==> src/rtl/packet_checker_sequence_pkg.sv <==
// rtl/packet_checker_sequence_pkg.sv - shared byte-size and CRC-8 helpers for the link frame path
package packet_checker_sequence_pkg;

   localparam logic [7:0] CRC8_POLY = 8'h07;

   function automatic int fun_sizeof_byte(input int width);
      return (width + 7) / 8;
   endfunction

   // MSB-first, no reflection, no final xor; shared with the TX CRC appender
   function automatic logic [7:0] fun_crc8_byte(input logic [7:0] crc, input logic [7:0] data);
      logic [7:0] c;
      c = crc ^ data;
      for (int i = 0; i < 8; i++) begin
         c = c[7] ? ({c[6:0], 1'b0} ^ CRC8_POLY) : {c[6:0], 1'b0};
      end
      return c;
   endfunction

endpackage

==> src/rtl/crc8_byte_update.sv <==
// rtl/crc8_byte_update.sv - combinational next-CRC for one byte
module crc8_byte_update
   import packet_checker_sequence_pkg::*;
(
   input  logic [7:0] crc,
   input  logic [7:0] data_byte,
   output logic [7:0] crc_next
);

   assign crc_next = fun_crc8_byte(crc, data_byte);

endmodule

==> src/rtl/packet_checker_sequence.sv <==
// rtl/packet_checker_sequence.sv - frame assembler with CRC-8 and ID sequence check, ACK/NACK generation
module packet_checker_sequence
   import packet_checker_sequence_pkg::*;
#(
   parameter int FRAME_WIDTH = 56,
   parameter int ID_WIDTH    = 3
) (
   input  logic                   i_clk,
   input  logic                   i_arst_n,
   input  logic                   i_sop,
   input  logic                   i_byte_valid,
   input  logic [7:0]             i_byte,
   output logic [FRAME_WIDTH-1:0] o_data,
   output logic                   o_data_valid,
   output logic                   o_resp_valid,
   output logic                   o_resp_nack,
   output logic [ID_WIDTH-1:0]    o_resp_id,
   input  logic                   i_resp_ready,
   output logic                   o_err_crc,
   output logic                   o_err_seq
);

   localparam int FRAME_BYTES = fun_sizeof_byte(FRAME_WIDTH);
   localparam int CNT_WIDTH   = $clog2(FRAME_BYTES + 1);
   localparam int BUF_WIDTH   = FRAME_BYTES * 8;

   typedef enum logic [1:0] {
      ST_IDLE  = 2'd0,
      ST_DATA  = 2'd1,
      ST_CRC   = 2'd2,
      ST_CHECK = 2'd3
   } state_t;

   state_t                r_state, w_state_next;
   logic [CNT_WIDTH-1:0]  r_cnt;
   logic [7:0]            r_crc, w_crc_in, w_crc_next;
   logic [BUF_WIDTH-1:0]  r_buf;
   logic [ID_WIDTH-1:0]   r_id, r_exp_id, r_last_id, w_exp_prev;
   logic                  r_nack_sent;

   logic                  w_hdr, w_crc_byte;
   logic                  w_accept, w_err_crc, w_err_seq;
   logic                  w_resp_load, w_resp_nack;
   logic [ID_WIDTH-1:0]   w_resp_id;

   // a valid sop restarts framing from any state, aborting a partial frame silently
   assign w_hdr      = i_sop && i_byte_valid;
   assign w_crc_byte = (r_state == ST_CRC) && i_byte_valid && !i_sop;
   assign w_exp_prev = r_exp_id - 1'b1;
   assign w_crc_in   = w_hdr ? 8'h00 : r_crc;

   crc8_byte_update u_crc (
      .crc       (w_crc_in),
      .data_byte (i_byte),
      .crc_next  (w_crc_next)
   );

   always_ff @(posedge i_clk or negedge i_arst_n) begin
      if (!i_arst_n) begin
         r_state <= ST_IDLE;
      end else begin
         r_state <= w_state_next;
      end
   end

   always_comb begin
      w_state_next = r_state;
      if (w_hdr) begin
         w_state_next = ST_DATA;
      end else begin
         unique case (r_state)
            ST_IDLE:  w_state_next = ST_IDLE;
            ST_DATA:  if (i_byte_valid && r_cnt == CNT_WIDTH'(FRAME_BYTES - 1)) w_state_next = ST_CRC;
            ST_CRC:   if (i_byte_valid) w_state_next = ST_CHECK;
            ST_CHECK: w_state_next = ST_IDLE;
            default:  w_state_next = ST_IDLE;
         endcase
      end
   end

   // frame verdict is taken on the CRC byte so pulses and response show in the CHECK cycle
   always_comb begin
      w_accept    = 1'b0;
      w_err_crc   = 1'b0;
      w_err_seq   = 1'b0;
      w_resp_load = 1'b0;
      w_resp_nack = 1'b0;
      w_resp_id   = r_exp_id;
      if (w_crc_byte) begin
         if (i_byte != r_crc) begin
            w_err_crc   = 1'b1;
            w_resp_load = !r_nack_sent;
            w_resp_nack = 1'b1;
         end else if (r_id == r_exp_id) begin
            w_accept    = 1'b1;
            w_resp_load = 1'b1;
            w_resp_id   = r_id;
         end else if (r_id == w_exp_prev) begin
            w_resp_load = 1'b1;
            w_resp_id   = r_last_id;
         end else begin
            w_err_seq   = 1'b1;
            w_resp_load = !r_nack_sent;
            w_resp_nack = 1'b1;
         end
      end
   end

   always_ff @(posedge i_clk or negedge i_arst_n) begin
      if (!i_arst_n) begin
         r_cnt        <= '0;
         r_crc        <= '0;
         r_buf        <= '0;
         r_id         <= '0;
         r_exp_id     <= '0;
         r_last_id    <= '1;
         r_nack_sent  <= 1'b0;
         o_data       <= '0;
         o_data_valid <= 1'b0;
         o_err_crc    <= 1'b0;
         o_err_seq    <= 1'b0;
         o_resp_valid <= 1'b0;
         o_resp_nack  <= 1'b0;
         o_resp_id    <= '0;
      end else begin
         if (w_hdr) begin
            r_cnt <= '0;
            r_crc <= w_crc_next;
            r_id  <= i_byte[ID_WIDTH-1:0];
         end else if (r_state == ST_DATA && i_byte_valid) begin
            r_cnt <= r_cnt + 1'b1;
            r_crc <= w_crc_next;
            r_buf <= {i_byte, r_buf[BUF_WIDTH-1:8]};
         end

         o_data_valid <= w_accept;
         o_err_crc    <= w_err_crc;
         o_err_seq    <= w_err_seq;

         if (w_accept) begin
            o_data      <= r_buf[FRAME_WIDTH-1:0];
            r_exp_id    <= r_exp_id + 1'b1;
            r_last_id   <= r_id;
            r_nack_sent <= 1'b0;
         end else if (w_err_crc || w_err_seq) begin
            r_nack_sent <= 1'b1;
         end

         // latest response wins, even over a handshake in the same cycle
         if (w_resp_load) begin
            o_resp_valid <= 1'b1;
            o_resp_nack  <= w_resp_nack;
            o_resp_id    <= w_resp_id;
         end else if (i_resp_ready) begin
            o_resp_valid <= 1'b0;
         end
      end
   end

endmodule
==> config.mk <==
export PLATFORM = sky130hd
export DESIGN_NAME = packet_checker_sequence
export DESIGN_NICKNAME = d
export VERILOG_FILES = /design/src/rtl/packet_checker_sequence_pkg.sv /design/src/rtl/crc8_byte_update.sv /design/src/rtl/packet_checker_sequence.sv
export SDC_FILE = /design/constraint.sdc
export NUM_CORES = 1
export LEC_CHECK = 0
export CORE_MARGIN = 1.5
export CORE_UTILIZATION = 54
export DETAILED_ROUTE_END_ITERATION = 10
export PLACE_DENSITY = 0.78
export SLEW_MARGIN = 30
export SYNTH_ARGS = -nofsm -noshare
export SYNTH_HDL_FRONTEND = slang
export SYNTH_HIERARCHICAL = 1
export SYNTH_SLANG_ARGS = --single-unit
==> constraint.sdc <==
create_clock -name i_clk -period 3.05 [get_ports i_clk]
set_input_delay 0.4575 -clock i_clk [delete_from_list [all_inputs] [get_ports i_clk]]
set_output_delay 0.4575 -clock i_clk [all_outputs]
set_load 0.01 [all_outputs]
==> flow_summary.toml, run 1 <==
[clock_network]
cts.clk_slew.worst_paths_ns = 0.06
cts_max_level = 4
cts_setup_buffers = 0
root_buffer = "clkbuf_8"
cts.path.max_buffers = 2
clk_latency_ns = 0.51
cts_tree = "done"
cts_hold_buf = 1
cts_made_buffers = 17
cts.sinks = 143
cts_resized = 0

[die]
num_rows = 38
dieArea_sq_mm = 0.01172
core_sq_mm = 0.01084
ioPinCount = 77
start_util_pct = 55.21
die-height_microns = 108.3
fp.dieW_microns = 108.3

[layout]
fillCellCount = 777
n_antenna_cell = 0
drive_above_1_share_pct = 29.92
stdcell_count = 648
nets = 515
area_growth_pct = 26.41

[critical_path]
cpPeakStageDelay_ns = 0.62
crit_type = "in -> reg"
cp_max_fo = 64
worstPathCellList = "clkdlybuf4s50_1 > xor2_1 > or4_1 > nor4_4 > buf_12 > mux2_2"
arrival_ns = 2.84
cp-end-kind = "register"
start_kind = "primary input"
required_ns = 3.44
cp_slowest_cell = "or4_1"

[drt]
wl_per_cell_microns = 17.06
routed_wl_mm = 11.05
vias_per_cell = 5.355
drtIter0Drc = 173
ant_nets = 0
firstDrtPassIters = 4
drc_errors = 0
vias = 3470

[timing]
final-setup-viol-count = 0
rsz0062_at_grt = "false"
clock.fmax_mhz = 408.3
fin_skew_ns = 0.01165
slew_headroom_pct = 54.84
fin_crit_sh_pct = 80.30
final_hold_viol_count = 0
tightest_slew_ns = 0.6775
min_period_ns = 2.449
setup_tns_ns = 0
slew_viol_final = 0

[status]
status = "finished, final reports clean"

[synth]
synth_warnings = 6
async_flop_share_pct = 100.0
syn_area_sq_mm = 0.005984
ys.flop_type = "dfrtp_1"
postSynthCellCount = 401
syn-mean-instance-area_sq_um = 14.92
synth_cell_types = 39
synth-edff-count = 0
ys_seq_area_share_pct = 59.86
synth_nets = 421
ys_seq_elements = 143

[power]
fin_total_pwr_uw = 5971
power.leakage_uw = 0.003590
ir_drop_mv = 0.5215
p_per_area_mw_per_mm2 = 789.3

[placed_design]
hpwl_mm = 7.275
place_congestion = 0.7767
place_inst = 615
io_buffers = 76

[job]
maxCapViolCount = 0

[global_route]
antenna_found_initial = 0
grt_max_degree = 74
grt_pass1_wl_mm = 18.40
grt_overflow = 0
grt_usage_pct = 20.84
grt_pass1_vias = 3627

[hold_path]
min_path_type = "reg -> reg"
==> routing by layer <==
metal  wire [microns]  vias to the layer above  track usage (%)
li1                 -                     1609                -
met1             5064                     1760            27.96
met3              457                       15            5.304
met5                0                        -                0
met2             5395                       86            32.82
met4              135                        0            8.177
==> synthesized netlist by cell type, types with 2 or more instances <==
cell type,instances,area share (%)
dfrtp_1,140,59
mux2_2,98,18
mux2_1,30,5.6
xnor2_1,16,2.3
xor2_1,16,2.3
nor2_1,9,0.56
and2_1,8,0.84
inv_1,8,0.50
nand2_1,8,0.50
o21ai_0,8,0.67
ha_1,7,1.5
buf_6,6,1.1
a21oi_1,5,0.42
buf_1,5,0.31
clkbuf_1,4,0.25
dfstp_2,3,1.3
nor4_1,3,0.31
xnor2_2,3,0.82
a22o_1,2,0.29
mux2i_1,2,0.33
nor3_1,2,0.17
==> layout make-up <==
type | instances | area (sq um) | share of cell area [%]
timing repair buffer | 90 | 907.1 | 11.99
inverter | 8 | 30.03 | 0.3970
sequential | 143 | 3582 | 47.35
multi-input combinational | 235 | 2273 | 30.05
clock inverter | 10 | 123.9 | 1.637
clock buffer | 22 | 473.0 | 6.252
tap | 140 | 175.2 | 2.316
==> cells by family after synthesis <==
| kind of cell | count (synthesis) | share of synthesized area [%] |
|---|---|---|
| and+or+nand+nor | 39 | 3.701 |
| buffers and inverters | 23 | 2.195 |
| DFF | 143 | 59.86 |
| muxes | 130 | 24.42 |
| xor gates and xnor gates | 36 | 5.896 |
| AOI/OAI and AO/OA | 23 | 2.467 |
| adders and majority gates | 7 | 1.463 |
==> flip-flops by register name, summed over array words and instances, names as in the netlist, 2 cells and up <==
register	count
o_data	56
r_buf	56
r_crc	8
o_resp_id	3
r_cnt	3
r_exp_id	3
r_id	3
r_last_id	3
r_state	2
==> stage by stage <==
| step | cell area (sq um) | utilization [%] | worst slack [ns] | hold slack [ns] |
|---|---|---|---|---|
| finish | 7565 | 69.78 | 0.6008 | 0.4785 |
| global route | 7565 | 69.78 | 0.5533 | 0.4976 |
| CTS | 7565 | 69.78 | 0.6165 | 0.4831 |
| detailed placement | 6958 | 64.19 | 0.07986 | 0.4693 |
| global placement | 6958 | 64.19 | 0.1510 | 0.4642 |
| floorplan | 5984 | - | 0.6208 | 0.1619 |
==> report_power, final <==
group | switching [uW] | internal (uW)
clock network | 788 | 1260
registers | 323 | 2330
logic | 551 | 722
total | 1660 | 4310
==> placed cells by master (no fill, tap or decap), types with 9 or more instances in the layout <==
cell type / count
clkdlybuf4s50_1: 75
mux2_1: 30
nor2_1: 9
xor2_1: 16
dfrtp_1: 140
clkbuf_16: 16
mux2_2: 98
buf_4: 10
xnor2_1: 16
==> critical path, delay by kind of cell <==
family / cells / cell delay (ns)
AND/OR/NAND/NOR: 2 / 0.92
buffers and inverters: 2 / 0.85
multiplexers: 1 / 0.39
XOR/XNOR: 1 / 0.20
==> path summary, 6_finish.rpt <==
kind                               from            to  slack (ns)  depth (start not counted)
max in group asynchronous      i_arst_n     r_buf[54]        1.77                          3
hold / removal             o_resp_valid  o_resp_valid        0.48                          1
min in group asynchronous      i_arst_n     o_data[7]        0.53                          2
setup / recovery              i_byte[4]    o_data[29]        0.60                          6
hold reg to reg            o_resp_valid  o_resp_valid        0.48                          1
setup reg to reg               r_crc[7]    o_data[29]        0.64                          5
No activity file was read; power rests on OpenSTA's default activity.
==> inputs of run 2 (changes only) <==
- clock period: 3.05 -> 2.5 ns (I/O delays scaled with it)
==> flow_summary.toml, run 2 (synthesized netlist as in run 1, its figures left out) <==
[drt]
wl_per_cell_microns = 16.64
drtIter0Drc = 127
drc_errors = 0
firstDrtPassIters = 4
vias = 3518
ant_nets = 0
routed_wl_mm = 11.15
vias_per_cell = 5.251

[clock_network]
cts.clk_slew.worst_paths_ns = 0.07
cts.path.max_buffers = 2
root_buffer = "clkbuf_8"
cts_made_buffers = 17
clk_latency_ns = 0.52
cts.sinks = 143
cts_tree = "done"
cts_max_level = 4
cts_resized = 0

[layout]
drive_above_1_share_pct = 33.02
top_regs = "o_data x56, r_buf x56, r_crc x8"
final_util_pct = 71.23
n_antenna_cell = 0
layout.cells.most_common = "dfrtp_1"
area_growth_pct = 29.02
final_cell_mix = "dfrtp_1 (140), mux2_2 (98), clkdlybuf4s50_1 (75)"
fillCellCount = 750
nets = 537

[timing]
min_period_ns = 2.295
slew_viol_final = 0
slew_headroom_pct = 63.32
final.setup.worst_slack_ns = 0.2050
final_hold_viol_count = 0
final-setup-viol-count = 0
rsz0062_at_grt = "false"
tightest_slew_ns = 0.5502
fin_crit_sh_pct = 91.80
fin_skew_ns = 0.008956
clock.fmax_mhz = 435.7

[power]
power.leakage_uw = 0.003694
ir_drop_mv = 0.5425
p_per_area_mw_per_mm2 = 935.2

[die]
ioPinCount = 77
start_util_pct = 55.21
num_rows = 38
dieArea_sq_mm = 0.01172
die-height_microns = 108.3
core_sq_mm = 0.01084
fp.dieW_microns = 108.3

[critical_path]
required_ns = 2.90
cpPeakStageDelay_ns = 0.45
start_kind = "register"
cp_max_fo = 4
r2r-end = "o_resp_id[2]"
cp-end-kind = "register"
crit_start = "r_exp_id[0]"
crit_path_end = "o_resp_id[2]"
ff2ff_setup_slack_ns = 0.21
cp_slowest_cell = "nor3_1"
worstPathCellList = "inv_1 > ha_1 > xor3_1 > nor3_1 > o211ai_1 > a21oi_1 > mux2_2"
arrival_ns = 2.70
crit_type = "reg -> reg"
reg2reg_depth = 7
r2r-start = "r_exp_id[0]"

[global_route]
grt_pass1_vias = 3691
grt_pass1_wl_mm = 18.60
grt_usage_pct = 21.05
grt_max_degree = 61
antenna_found_initial = 0
grt_overflow = 0

[placed_design]
dp_slack_ns = -0.2080
hpwl_mm = 7.652
io_buffers = 76
place_congestion = 0.8240

[status]
status = "finished, final reports clean"

[hold_path]
min_path_type = "in -> async"

[job]
maxCapViolCount = 0
-- run 2: cell types whose count changed in the layout (fill, tap and decap cells not counted), moves of 2 or more --
| cell | change |
|---|---|
| inv_8 | +2 |
| clkbuf_8 | -4 |
| buf_12 | +2 |
| clkinv_4 | +3 |
| buf_4 | +20 |
-- run 2: critical path: cells and delay by family, from the launching register on --
family	cells	cell delay (ns)
mux	1	0.36
compound gates	2	0.42
simple gates	1	0.45
fa+ha+maj	1	0.16
buf+inv	1	0.13
flops	1	0.42
xor+xnor	1	0.24
-- run 2: final cells by class --
class | instances | area (sq um) | share of cell area (%)
sequential | 143 | 3582 | 46.39
clock inverter | 15 | 148.9 | 1.928
clock buffer | 17 | 414.1 | 5.364
tap | 140 | 175.2 | 2.269
timing repair buffer | 112 | 1097 | 14.21
inverter | 8 | 30.03 | 0.3889
multi-input combinational | 235 | 2273 | 29.44
-- run 2: layer usage --
metal / up-vias / routed length [microns] / global-route usage (%)
met5: - / 0 / 0
met4: 0 / 134 / 7.801
met3: 14 / 487 / 5.847
met2: 72 / 5391 / 33.27
met1: 1783 / 5139 / 27.97
li1: 1649 / - / -
-- run 2: worst min path at each step --
stage / from / endpoint / depth (start not counted)
floorplan: i_arst_n / o_data[0] / 0
CTS: i_arst_n / o_data[18] / 2
detailed placement: i_arst_n / o_data[2] / 1
global route: i_arst_n / o_data[9] / 2
finish: i_arst_n / o_data[21] / 2
global placement: i_arst_n / o_data[5] / 1
-- run 2: power by group --
| group | leakage, uW | switching, uW | total (uW) | internal [uW] |
|---|---|---|---|---|
| registers | 0.00188 | 401 | 3240 | 2840 |
| clock network | 0.000278 | 1010 | 2360 | 1350 |
| logic | 0.00154 | 684 | 1620 | 938 |
| total | 0.00369 | 2100 | 7220 | 5120 |
-- run 2: through the flow --
stage	power (uW)	setup TNS [ns]	instances	hold WS, ns	instance area (sq um)
floorplan	4308	0	401	0.07941	5984
global placement	4773	-9.635	637	0.3748	7148
detailed placement	4886	-10.57	637	0.3863	7148
CTS	7291	0	670	0.3986	7721
global route	7601	0	670	0.4213	7721
finish	7221	0	670	0.3947	7721
-- run 2: repair_timing --
item | 4_1_cts | 5_1_grt
buffers inserted | 0 | 0
hold endpoints to repair | 57 | 0
hold buffers | 1 | 0
